## src/rtl/i2c_master_controller_pkg.sv

```systemverilog
// Shared types and constants for the I2C register-access master.
package i2c_master_controller_pkg;

  typedef enum logic [3:0] {
    IDLE, START, ADDR, ADDR_ACK, REG, REG_ACK, WDATA, WDATA_ACK,
    RSTART, RADDR, RADDR_ACK, RDATA, MNACK, STOP
  } state_e;

  localparam logic       RW_WRITE = 1'b0;
  localparam logic       RW_READ  = 1'b1;
  localparam logic [6:0] DEFAULT_DEVICE_ADDRESS = 7'b0101010;

endpackage

```

## src/rtl/i2c_scl_gen.sv

```systemverilog
// Quarter-period timer: splits each bit slot into four QUARTER-cycle phases
// and strobes q_end on the last cycle of every phase.
module i2c_scl_gen #(
  parameter int QUARTER = 4
) (
  input  logic       clk,
  input  logic       rst,
  input  logic       en,
  output logic [1:0] phase,
  output logic       q_end
);
  localparam int CW = (QUARTER > 1) ? $clog2(QUARTER) : 1;

  logic [CW-1:0] cnt_q, cnt_d;
  logic [1:0]    phase_q, phase_d;

  assign q_end = en && (cnt_q == CW'(QUARTER - 1));
  assign phase = phase_q;

  always_comb begin
    cnt_d   = cnt_q;
    phase_d = phase_q;
    if (!en) begin
      cnt_d   = '0;
      phase_d = '0;
    end else if (q_end) begin
      cnt_d   = '0;
      phase_d = phase_q + 2'd1;
    end else begin
      cnt_d = cnt_q + 1'b1;
    end
  end

  always_ff @(posedge clk) begin
    if (rst) begin
      cnt_q   <= '0;
      phase_q <= '0;
    end else begin
      cnt_q   <= cnt_d;
      phase_q <= phase_d;
    end
  end

endmodule

```

## src/rtl/i2c_master_controller.sv

```systemverilog
// I2C master: one register write or read per command against a fixed 7-bit
// slave address; bit timing comes from i2c_scl_gen.
module i2c_master_controller
  import i2c_master_controller_pkg::*;
#(
  parameter logic [6:0] DEVICE_ADDRESS = DEFAULT_DEVICE_ADDRESS,
  parameter int         QUARTER        = 4
) (
  input  logic       clk,
  input  logic       rst,
  input  logic       cmd_valid,
  output logic       cmd_ready,
  input  logic       cmd_rw,
  input  logic [3:0] cmd_addr,
  input  logic [7:0] cmd_wdata,
  output logic       rsp_valid,
  output logic [7:0] rsp_rdata,
  output logic       rsp_nack,
  output logic       scl_out,
  input  logic       sda_in,
  output logic       sda_out,
  output logic       out_write_enable,
  output logic       busy
);
  state_e     state_q, state_d;
  logic [2:0] bit_q, bit_d;
  logic [7:0] tx_q, tx_d, rx_q, rx_d;
  logic       rw_q, rw_d;
  logic [3:0] addr_q, addr_d;
  logic [7:0] wdata_q, wdata_d;
  logic       ack_q, ack_d;
  logic       nack_q, nack_d;
  logic       rsp_valid_q, rsp_valid_d;
  logic       rsp_nack_q, rsp_nack_d;
  logic [7:0] rsp_rdata_q, rsp_rdata_d;
  logic [1:0] phase;
  logic       q_end, slot_end, smp, gen_en;

  assign gen_en = (state_q != IDLE);

  i2c_scl_gen #(.QUARTER(QUARTER)) u_scl_gen (
    .clk   (clk),
    .rst   (rst),
    .en    (gen_en),
    .phase (phase),
    .q_end (q_end)
  );

  assign slot_end = q_end && (phase == 2'd3);
  assign smp      = q_end && (phase == 2'd2);

  always_comb begin
    state_d     = state_q;
    bit_d       = bit_q;
    tx_d        = tx_q;
    rx_d        = rx_q;
    rw_d        = rw_q;
    addr_d      = addr_q;
    wdata_d     = wdata_q;
    ack_d       = ack_q;
    nack_d      = nack_q;
    rsp_valid_d = 1'b0;
    rsp_nack_d  = rsp_nack_q;
    rsp_rdata_d = rsp_rdata_q;
    // SDA is sampled once per slot, on the last cycle of SCL-high quarter 2
    if (smp) begin
      ack_d = sda_in;
      if (state_q == RDATA) rx_d = {rx_q[6:0], sda_in};
    end
    case (state_q)
      IDLE: if (cmd_valid) begin
        state_d = START;
        rw_d    = cmd_rw;
        addr_d  = cmd_addr;
        wdata_d = cmd_wdata;
        nack_d  = 1'b0;
        bit_d   = '0;
      end
      START: if (slot_end) begin
        state_d = ADDR;
        tx_d    = {DEVICE_ADDRESS, RW_WRITE};
      end
      RSTART: if (slot_end) begin
        state_d = RADDR;
        tx_d    = {DEVICE_ADDRESS, RW_READ};
      end
      ADDR, REG, WDATA, RADDR, RDATA: if (slot_end) begin
        bit_d = bit_q + 3'd1;
        if (bit_q == 3'd7) begin
          case (state_q)
            ADDR:    state_d = ADDR_ACK;
            REG:     state_d = REG_ACK;
            WDATA:   state_d = WDATA_ACK;
            RADDR:   state_d = RADDR_ACK;
            default: state_d = MNACK;
          endcase
        end
      end
      ADDR_ACK, REG_ACK, WDATA_ACK, RADDR_ACK: if (slot_end) begin
        if (ack_q) begin
          state_d = STOP;
          nack_d  = 1'b1;
        end else begin
          case (state_q)
            ADDR_ACK: begin
              state_d = REG;
              tx_d    = {4'b0000, addr_q};
            end
            REG_ACK: if (rw_q == RW_READ) begin
              state_d = RSTART;
            end else begin
              state_d = WDATA;
              tx_d    = wdata_q;
            end
            RADDR_ACK: state_d = RDATA;
            default:   state_d = STOP;
          endcase
        end
      end
      MNACK: if (slot_end) state_d = STOP;
      STOP: if (slot_end) begin
        state_d     = IDLE;
        rsp_valid_d = 1'b1;
        rsp_nack_d  = nack_q;
        if (rw_q == RW_READ && !nack_q) rsp_rdata_d = rx_q;
      end
      default: state_d = IDLE;
    endcase
  end

  // START holds SCL high throughout; RSTART first lifts SCL with SDA still high
  always_comb begin
    scl_out          = 1'b1;
    sda_out          = 1'b1;
    out_write_enable = 1'b1;
    case (state_q)
      START: sda_out = ~phase[1];
      RSTART: begin
        scl_out = (phase != 2'd0);
        sda_out = ~phase[1];
      end
      ADDR, REG, WDATA, RADDR: begin
        scl_out = phase[1];
        sda_out = tx_q[3'd7 - bit_q];
      end
      ADDR_ACK, REG_ACK, WDATA_ACK, RADDR_ACK, RDATA: begin
        scl_out          = phase[1];
        out_write_enable = 1'b0;
      end
      MNACK: scl_out = phase[1];
      STOP: begin
        scl_out = phase[1];
        sda_out = 1'b0;
      end
      default: ;
    endcase
    if (rst) begin
      scl_out          = 1'b1;
      sda_out          = 1'b1;
      out_write_enable = 1'b0;
    end
  end

  assign busy      = (state_q != IDLE) && !rst;
  assign cmd_ready = (state_q == IDLE) && !rst;
  assign rsp_valid = rsp_valid_q;
  assign rsp_nack  = rsp_nack_q;
  assign rsp_rdata = rsp_rdata_q;

  always_ff @(posedge clk) begin
    if (rst) begin
      state_q     <= IDLE;
      bit_q       <= '0;
      tx_q        <= '0;
      rx_q        <= '0;
      rw_q        <= 1'b0;
      addr_q      <= '0;
      wdata_q     <= '0;
      ack_q       <= 1'b0;
      nack_q      <= 1'b0;
      rsp_valid_q <= 1'b0;
      rsp_nack_q  <= 1'b0;
      rsp_rdata_q <= '0;
    end else begin
      state_q     <= state_d;
      bit_q       <= bit_d;
      tx_q        <= tx_d;
      rx_q        <= rx_d;
      rw_q        <= rw_d;
      addr_q      <= addr_d;
      wdata_q     <= wdata_d;
      ack_q       <= ack_d;
      nack_q      <= nack_d;
      rsp_valid_q <= rsp_valid_d;
      rsp_nack_q  <= rsp_nack_d;
      rsp_rdata_q <= rsp_rdata_d;
    end
  end

endmodule

```

## config.mk

```make
export PLATFORM = sky130hd
export DESIGN_NAME = i2c_master_controller
export DESIGN_NICKNAME = d
export VERILOG_FILES = /design/src/rtl/i2c_master_controller_pkg.sv /design/src/rtl/i2c_scl_gen.sv /design/src/rtl/i2c_master_controller.sv
export SDC_FILE = /design/constraint.sdc
export NUM_CORES = 1
export LEC_CHECK = 0
export ABC_CLOCK_PERIOD_IN_PS = 2190
export BUFFER_PORTS_ARGS = -buffer_cell sky130_fd_sc_hd__buf_2
export CAP_MARGIN = 30
export CORE_ASPECT_RATIO = 1.5
export CORE_UTILIZATION = 35
export CTS_BUF_LIST = sky130_fd_sc_hd__clkbuf_16
export DETAILED_ROUTE_END_ITERATION = 16
export GPL_TIMING_DRIVEN = 0
export PLACE_DENSITY = 0.55
export SYNTH_ARGS = -nofsm -noshare
export SYNTH_HDL_FRONTEND = slang
export SYNTH_SLANG_ARGS = --single-unit
```

## constraint.sdc

```tcl
create_clock -name clk -period 2.19 [get_ports clk]
set_input_delay 0.3285 -clock clk [delete_from_list [all_inputs] [get_ports clk]]
set_output_delay 0.3285 -clock clk [all_outputs]
set_load 0.02 [all_outputs]
```

==> results.py, run 1 <==
metrics = {
    "run_status": {
        "status": "complete, but fails checks",
        "violations": "DRC, setup timing",
    },
    "logic_synthesis": {
        "synth_ff_type": "dfxtp_1",
        "netlist_top_cells_area": "dfxtp_1 42%, mux2i_1 8.5%, nand2_1 7.3%",
        "yosysSeqAreaShare_pct": 42.0,
        "netlist_area_um2": 2480,
        "yosysTopAreaCell": "dfxtp_1",
        "syn_avg_cell_area_um2": 8.67,
        "synth_fp_nets": 309,
        "yosys_warnings": 0,
        "post-synth-top-area-fraction_pct": 42.0,
        "synth-seq-cells": 52,
        "synth_enable_flop_cells": 0,
        "synth_cell_type_count": 51,
        "syn-instance-count": 286,
        "async_flop_share_pct": 0,
    },
    "timing": {
        "layout_worst_path_cycle_share_pct": 102,
        "fmax_mhz": 447,
        "setup_viol": 1,
        "relSlewSlack_pct": 51.8,
        "grt_setup_unrepaired": "yes",
        "totalNegativeSetupSlack_ps": -49.4,
        "fin_skew_ps": 5.02,
        "min_period_ps": 2240,
        "finalHoldViolCount": 0,
        "worst_pin_slew_ps": 717,
        "worst_slack_ps": -49.4,
        "finalMaxSlewViolations": 0,
    },
    "global_routing": {
        "antenna_found_initial": 0,
        "grt_pass1_vias": 2076,
        "grt_pass1_wl_um": 9930,
        "grt_max_degree": 16,
        "gr-total-overflow": 0,
        "grtUsageTotal_pct": 17.0,
    },
    "finish": {
        "diodes": 0,
        "final_cell_mix": "50 x dfxtp_1, 48 x nand2_1, 36 x buf_2",
        "final_common_cell": "dfxtp_1",
        "nets": 347,
        "drive_above_1_share_pct": 20.9,
        "fin_util_pct": 42.3,
        "syn_to_final_growth_pct": 16.9,
    },
    "run": {
        "drv_cap": 0,
    },
    "pwr": {
        "p_sw_share_pct": 31.1,
        "power.net_switching_uw": 741,
        "p_per_area_nw_per_um2": 822,
        "clkPwrFrac_pct": 32.2,
        "sequentialPowerShare_pct": 44.1,
        "combinationalPowerShare_pct": 23.6,
        "ir_drop_v": 0.000570,
        "p_int_mw": 1.64,
        "power.leakage_nw": 1.09,
    },
    "floorplan": {
        "coreArea_um2": 6850,
        "start_util_pct": 36.2,
        "ios": 32,
        "die_h_um": 105,
        "die_w_um": 70.7,
        "die_area_um2": 7430,
        "row_count": 37,
    },
    "drt": {
        "dr.pass1.iters": 10,
        "drc": 2,
        "wl_per_cell_um": 14.7,
        "drt-vias-per-instance": 5.23,
        "ant_nets": 0,
        "initialDrtViolationCount": 100,
        "vias": 2106,
        "wirelength_um": 5910,
    },
    "worst_setup_path": {
        "required_ps": 1860,
        "crit_slowest_cell": "mux4_2",
        "critPathArrivalTime_ps": 1910,
        "path_class": "reg2out",
        "crit_path_end_kind": "primary output",
        "slowest_delay_ps": 490,
        "cp-start-kind": "register",
        "crit_fanout": 3,
        "path_cells": "mux4_2, mux2_4, a221o_1, buf_6",
    },
    "clock_tree": {
        "clk_latency_ps": 290,
        "clk_pin_slew_worst_paths_ps": 70,
        "cts.path.max_buffers": 2,
        "cts_max_level": 2,
        "clk_root_buffer_cell": "clkbuf_16",
        "tritoncts": "yes",
        "cts_made_buffers": 5,
        "clock-sinks": 52,
    },
    "placed_design": {
        "port_buffers": 30,
        "place_hpwl_um": 4370,
        "gp_congestion": 0.839,
        "pre_cts_slack_ps": 84.3,
    },
    "min_path": {
        "min_path_type": "in2reg",
    },
}
## cell usage after synthesis, drive strengths merged (4+ instances only)
cell type   n
or2         5
dfxtp      52
clkbuf      8
ha          6
or3         4
inv         6
and2        4
nor3        7
buf        12
a21oi      29
mux2i      21
o21ai       4
nor2b       5
nand2      48
nand3       4
nor2       31
## worst max-delay path, delay by kind of cell, from the launching register on
family	cells	cell delay [ps]
multiplexers	2	770
flip-flops	1	370
AO/OA/AOI/OAI	1	340
buffers and inverters	1	140
## area by class of cell
cell class	instances	area, um^2
flip-flops and latches	52	1050
multi-input cells	208	1320
repair buffers	31	164
clock inverters	3	16.3
inverters	6	22.5
well taps	78	97.6
plain buffers	20	111
clock buffers	5	125
fillers	730	3950
## power groups by stage
stage / clock network [mW] / logic (mW) / registers (mW)
floorplan: 0 / 0.414 / 1.06
global placement: 0 / 0.549 / 1.07
detailed placement: 0 / 0.553 / 1.07
CTS: 0.787 / 0.560 / 1.05
global route: 0.826 / 0.626 / 1.06
finish: 0.767 / 0.563 / 1.05
## through the flow
stage	cells	cell area [um^2]	power [mW]	hold slack (ps)
floorplan	286	2480	1.47	407
global placement	394	2730	1.62	426
detailed placement	394	2730	1.62	425
CTS	403	2890	2.40	269
global route	403	2900	2.51	287
finish	403	2900	2.38	269
## metal layers
layer	wire length [um]	share of wire, %	global-route usage (%)
met4	137	2.3	7.86
met1	2550	43	19.6
met5	0	0	0
met3	210	3.6	3.18
met2	3020	51	30.0
## path summary, 6_finish.rpt
| kind | cells past startpoint | startpoint | slack, ps | endpoint |
|---|---|---|---|---|
| max | 4 | bit_q[0]$_SDFFE_PP0P_ | -50 | sda_out |
| min reg2reg | 1 | u_scl_gen.cnt_q[0]$_SDFF_PP0_ | 430 | u_scl_gen.cnt_q[0]$_SDFF_PP0_ |
| max reg2reg | 9 | u_scl_gen.cnt_q[0]$_SDFF_PP0_ | 210 | rsp_rdata[0]$_SDFFE_PP0P_ |
| min | 3 | cmd_addr[2] | 270 | addr_q[2]$_SDFFE_PP0P_ |
## repair_timing
item	4_1_cts	5_1_grt
hold buffers	0	0
resized for setup	4	4
pin swaps	1	0
endpoints found under the setup margin	1	18
setup buffers	1	0
## state kept, by name, summed over array words and instances (netlist names), 2 cells and up
name             cells
tx_q                 8
rx_q                 8
state_q              4
wdata_q              8
u_scl_gen.phase      2
bit_q                3
rsp_rdata            8
u_scl_gen.cnt_q      2
addr_q               4
## logic make-up (layout without fill, tap and decap cells)
group,after synthesis,after routing,share of synthesized area (%)
and+or+nand+nor,120,120,22.9
DFF,52,52,42.0
buffers and inverters,26,65,5.35
AOI/OAI and AO/OA,55,55,14.7
adders and majority gates,6,6,3.03
xor gates and xnor gates,1,1,0.353
muxes,26,26,11.7
No activity file was read; power rests on OpenSTA's default activity.
==> inputs of run 2 (changes only) <==
==> constraint.sdc (replaced) <==
create_clock -name clk -period 2.19 [get_ports clk]
set_input_delay 0.1095 -clock clk [delete_from_list [all_inputs] [get_ports clk]]
set_output_delay 0.1095 -clock clk [all_outputs]
set_load 0.02 [all_outputs]
==> run 2 against run 1 <==
The flow finishes with violations (DRC). Critical path depth stayed put. Clock skew hardly changed. Sequential share of layout area is 0.15 points higher. Register-to-register slack hardly changed. First-iteration DRC count is 11% lower. Total power is 0.16% lower. Critical path type unchanged. Critical endpoint unchanged. Largest power group unchanged.
==> results.py, run 2 (synthesis results as in run 1) <==
metrics = {
    "clock_tree": {
        "cts_max_level": 2,
        "cts.path.max_buffers": 2,
        "cts_made_buffers": 5,
        "clock-sinks": 52,
        "postCtsHoldBufs": 0,
        "clk_root_buffer_cell": "clkbuf_16",
        "clk_pin_slew_worst_paths_ps": 70,
        "tritoncts": "yes",
        "clk_latency_ps": 290,
    },
    "pwr": {
        "p_per_area_nw_per_um2": 827,
        "power.leakage_nw": 1.08,
        "ir_drop_v": 0.000569,
        "p_total_mw": 2.38,
    },
    "finish": {
        "multi_input_area_um2": 1310,
        "nets": 346,
        "drive_above_1_share_pct": 20.1,
        "nFillCells": 727,
        "syn_to_final_growth_pct": 16.0,
        "final_cell_mix": "51 x dfxtp_1, 48 x nand2_1, 37 x buf_2",
        "diodes": 0,
        "regArea_um2": 1040,
        "final_common_cell": "dfxtp_1",
    },
    "floorplan": {
        "ios": 32,
        "row_count": 37,
        "coreArea_um2": 6850,
        "die_w_um": 70.7,
        "die_area_um2": 7430,
        "die_h_um": 105,
        "start_util_pct": 36.2,
    },
    "global_routing": {
        "antenna_found_initial": 0,
        "grt_max_degree": 16,
        "grt_pass1_vias": 2063,
        "grt_pass1_wl_um": 9900,
        "grtUsageTotal_pct": 17.0,
        "gr-total-overflow": 0,
    },
    "placed_design": {
        "pre_cts_slack_ps": 104,
        "gp_congestion": 0.839,
        "port_buffers": 30,
        "place_hpwl_um": 4370,
    },
    "timing": {
        "finalMaxSlewViolations": 0,
        "worst_pin_slew_ps": 718,
        "grt_setup_unrepaired": "no",
        "min_period_ps": 2090,
        "fin_skew_ps": 4.62,
        "layout_worst_path_cycle_share_pct": 95.5,
        "fmax_mhz": 478,
        "relSlewSlack_pct": 51.8,
        "totalNegativeSetupSlack_ps": 0,
        "setup_viol": 0,
        "worst_slack_ps": 97.5,
        "finalHoldViolCount": 0,
    },
    "run_status": {
        "status": "complete, but fails checks",
        "violations": "DRC",
    },
    "drt": {
        "ant_nets": 0,
        "initialDrtViolationCount": 89,
        "wirelength_um": 5890,
        "dr.pass1.iters": 10,
        "wl_per_cell_um": 14.7,
        "drt-vias-per-instance": 5.26,
        "vias": 2116,
        "drc": 2,
    },
    "worst_setup_path": {
        "required_ps": 2080,
        "crit_path_end_kind": "primary output",
        "critPathArrivalTime_ps": 1980,
        "path_cells": "mux4_2, mux2_2, a221o_1, buf_2",
        "crit_fanout": 5,
        "cp-start-kind": "register",
        "path_class": "reg2out",
        "slowest_delay_ps": 510,
        "crit_slowest_cell": "mux4_2",
    },
    "min_path": {
        "min_path_type": "in2reg",
    },
    "run": {
        "drv_cap": 0,
    },
}
## run 2: cell type report
| type | instances | share of cell area (%) |
|---|---|---|
| Clock inverter | 3 | 0.566 |
| Multi-Input combinational cell | 208 | 45.6 |
| Inverter | 6 | 0.783 |
| Tap cell | 78 | 3.39 |
| Timing Repair Buffer | 30 | 5.22 |
| Buffer | 20 | 3.83 |
| Clock buffer | 5 | 4.35 |
| Sequential cell | 52 | 36.2 |
## run 2: stage by stage
| step | util [%] | instance area, um^2 | cells | hold WS [ps] |
|---|---|---|---|---|
| after global placement | 39.8 | 2730 | 394 | 353 |
| after detailed placement | 39.8 | 2730 | 394 | 358 |
| after floorplan | - | 2480 | 286 | 245 |
| after global routing | 42.0 | 2880 | 402 | 68.3 |
| final | 42.0 | 2880 | 402 | 49.1 |
| after CTS | 41.9 | 2870 | 402 | 50.0 |
## run 2: layer usage
layer  track usage (%)  part of all wire, %
met4              7.86                  3.0
met1              19.6                   42
met5                 0                    0
met3              3.18                  3.6
met2              29.9                   51
## run 2: final timing paths
path                                       from                             to  slack, ps  cells after the start
setup / recovery          bit_q[0]$_SDFFE_PP0P_                        sda_out        100                      4
hold / removal                      cmd_addr[2]         addr_q[2]$_SDFFE_PP0P_         50                      3
setup reg to reg  u_scl_gen.cnt_q[0]$_SDFF_PP0_      rsp_rdata[0]$_SDFFE_PP0P_        200                      9
hold reg to reg   u_scl_gen.cnt_q[0]$_SDFF_PP0_  u_scl_gen.cnt_q[0]$_SDFF_PP0_        430                      1
## run 2: repair_timing
item | CTS | global route
setup endpoints to repair | 1 | 14
gates resized for setup | 1 | 1
buffers inserted | 0 | 0
endpoints found under the hold margin | 0 | 0
## run 2: worst max-delay path, delay by kind of cell (launching register included)
kind	cells	cell delay [ps]
multiplexers	2	790
AO/OA/AOI/OAI	1	350
flip-flops	1	390
buffers and inverters	1	160
## run 2: report_power, final
group	total (mW)	internal [mW]	switching (mW)	leakage [nW]
Combinational	0.557	0.210	0.347	0.580
Sequential	1.05	1.01	0.0448	0.422
Clock	0.768	0.418	0.350	0.0764
Total	2.38	1.64	0.741	1.08
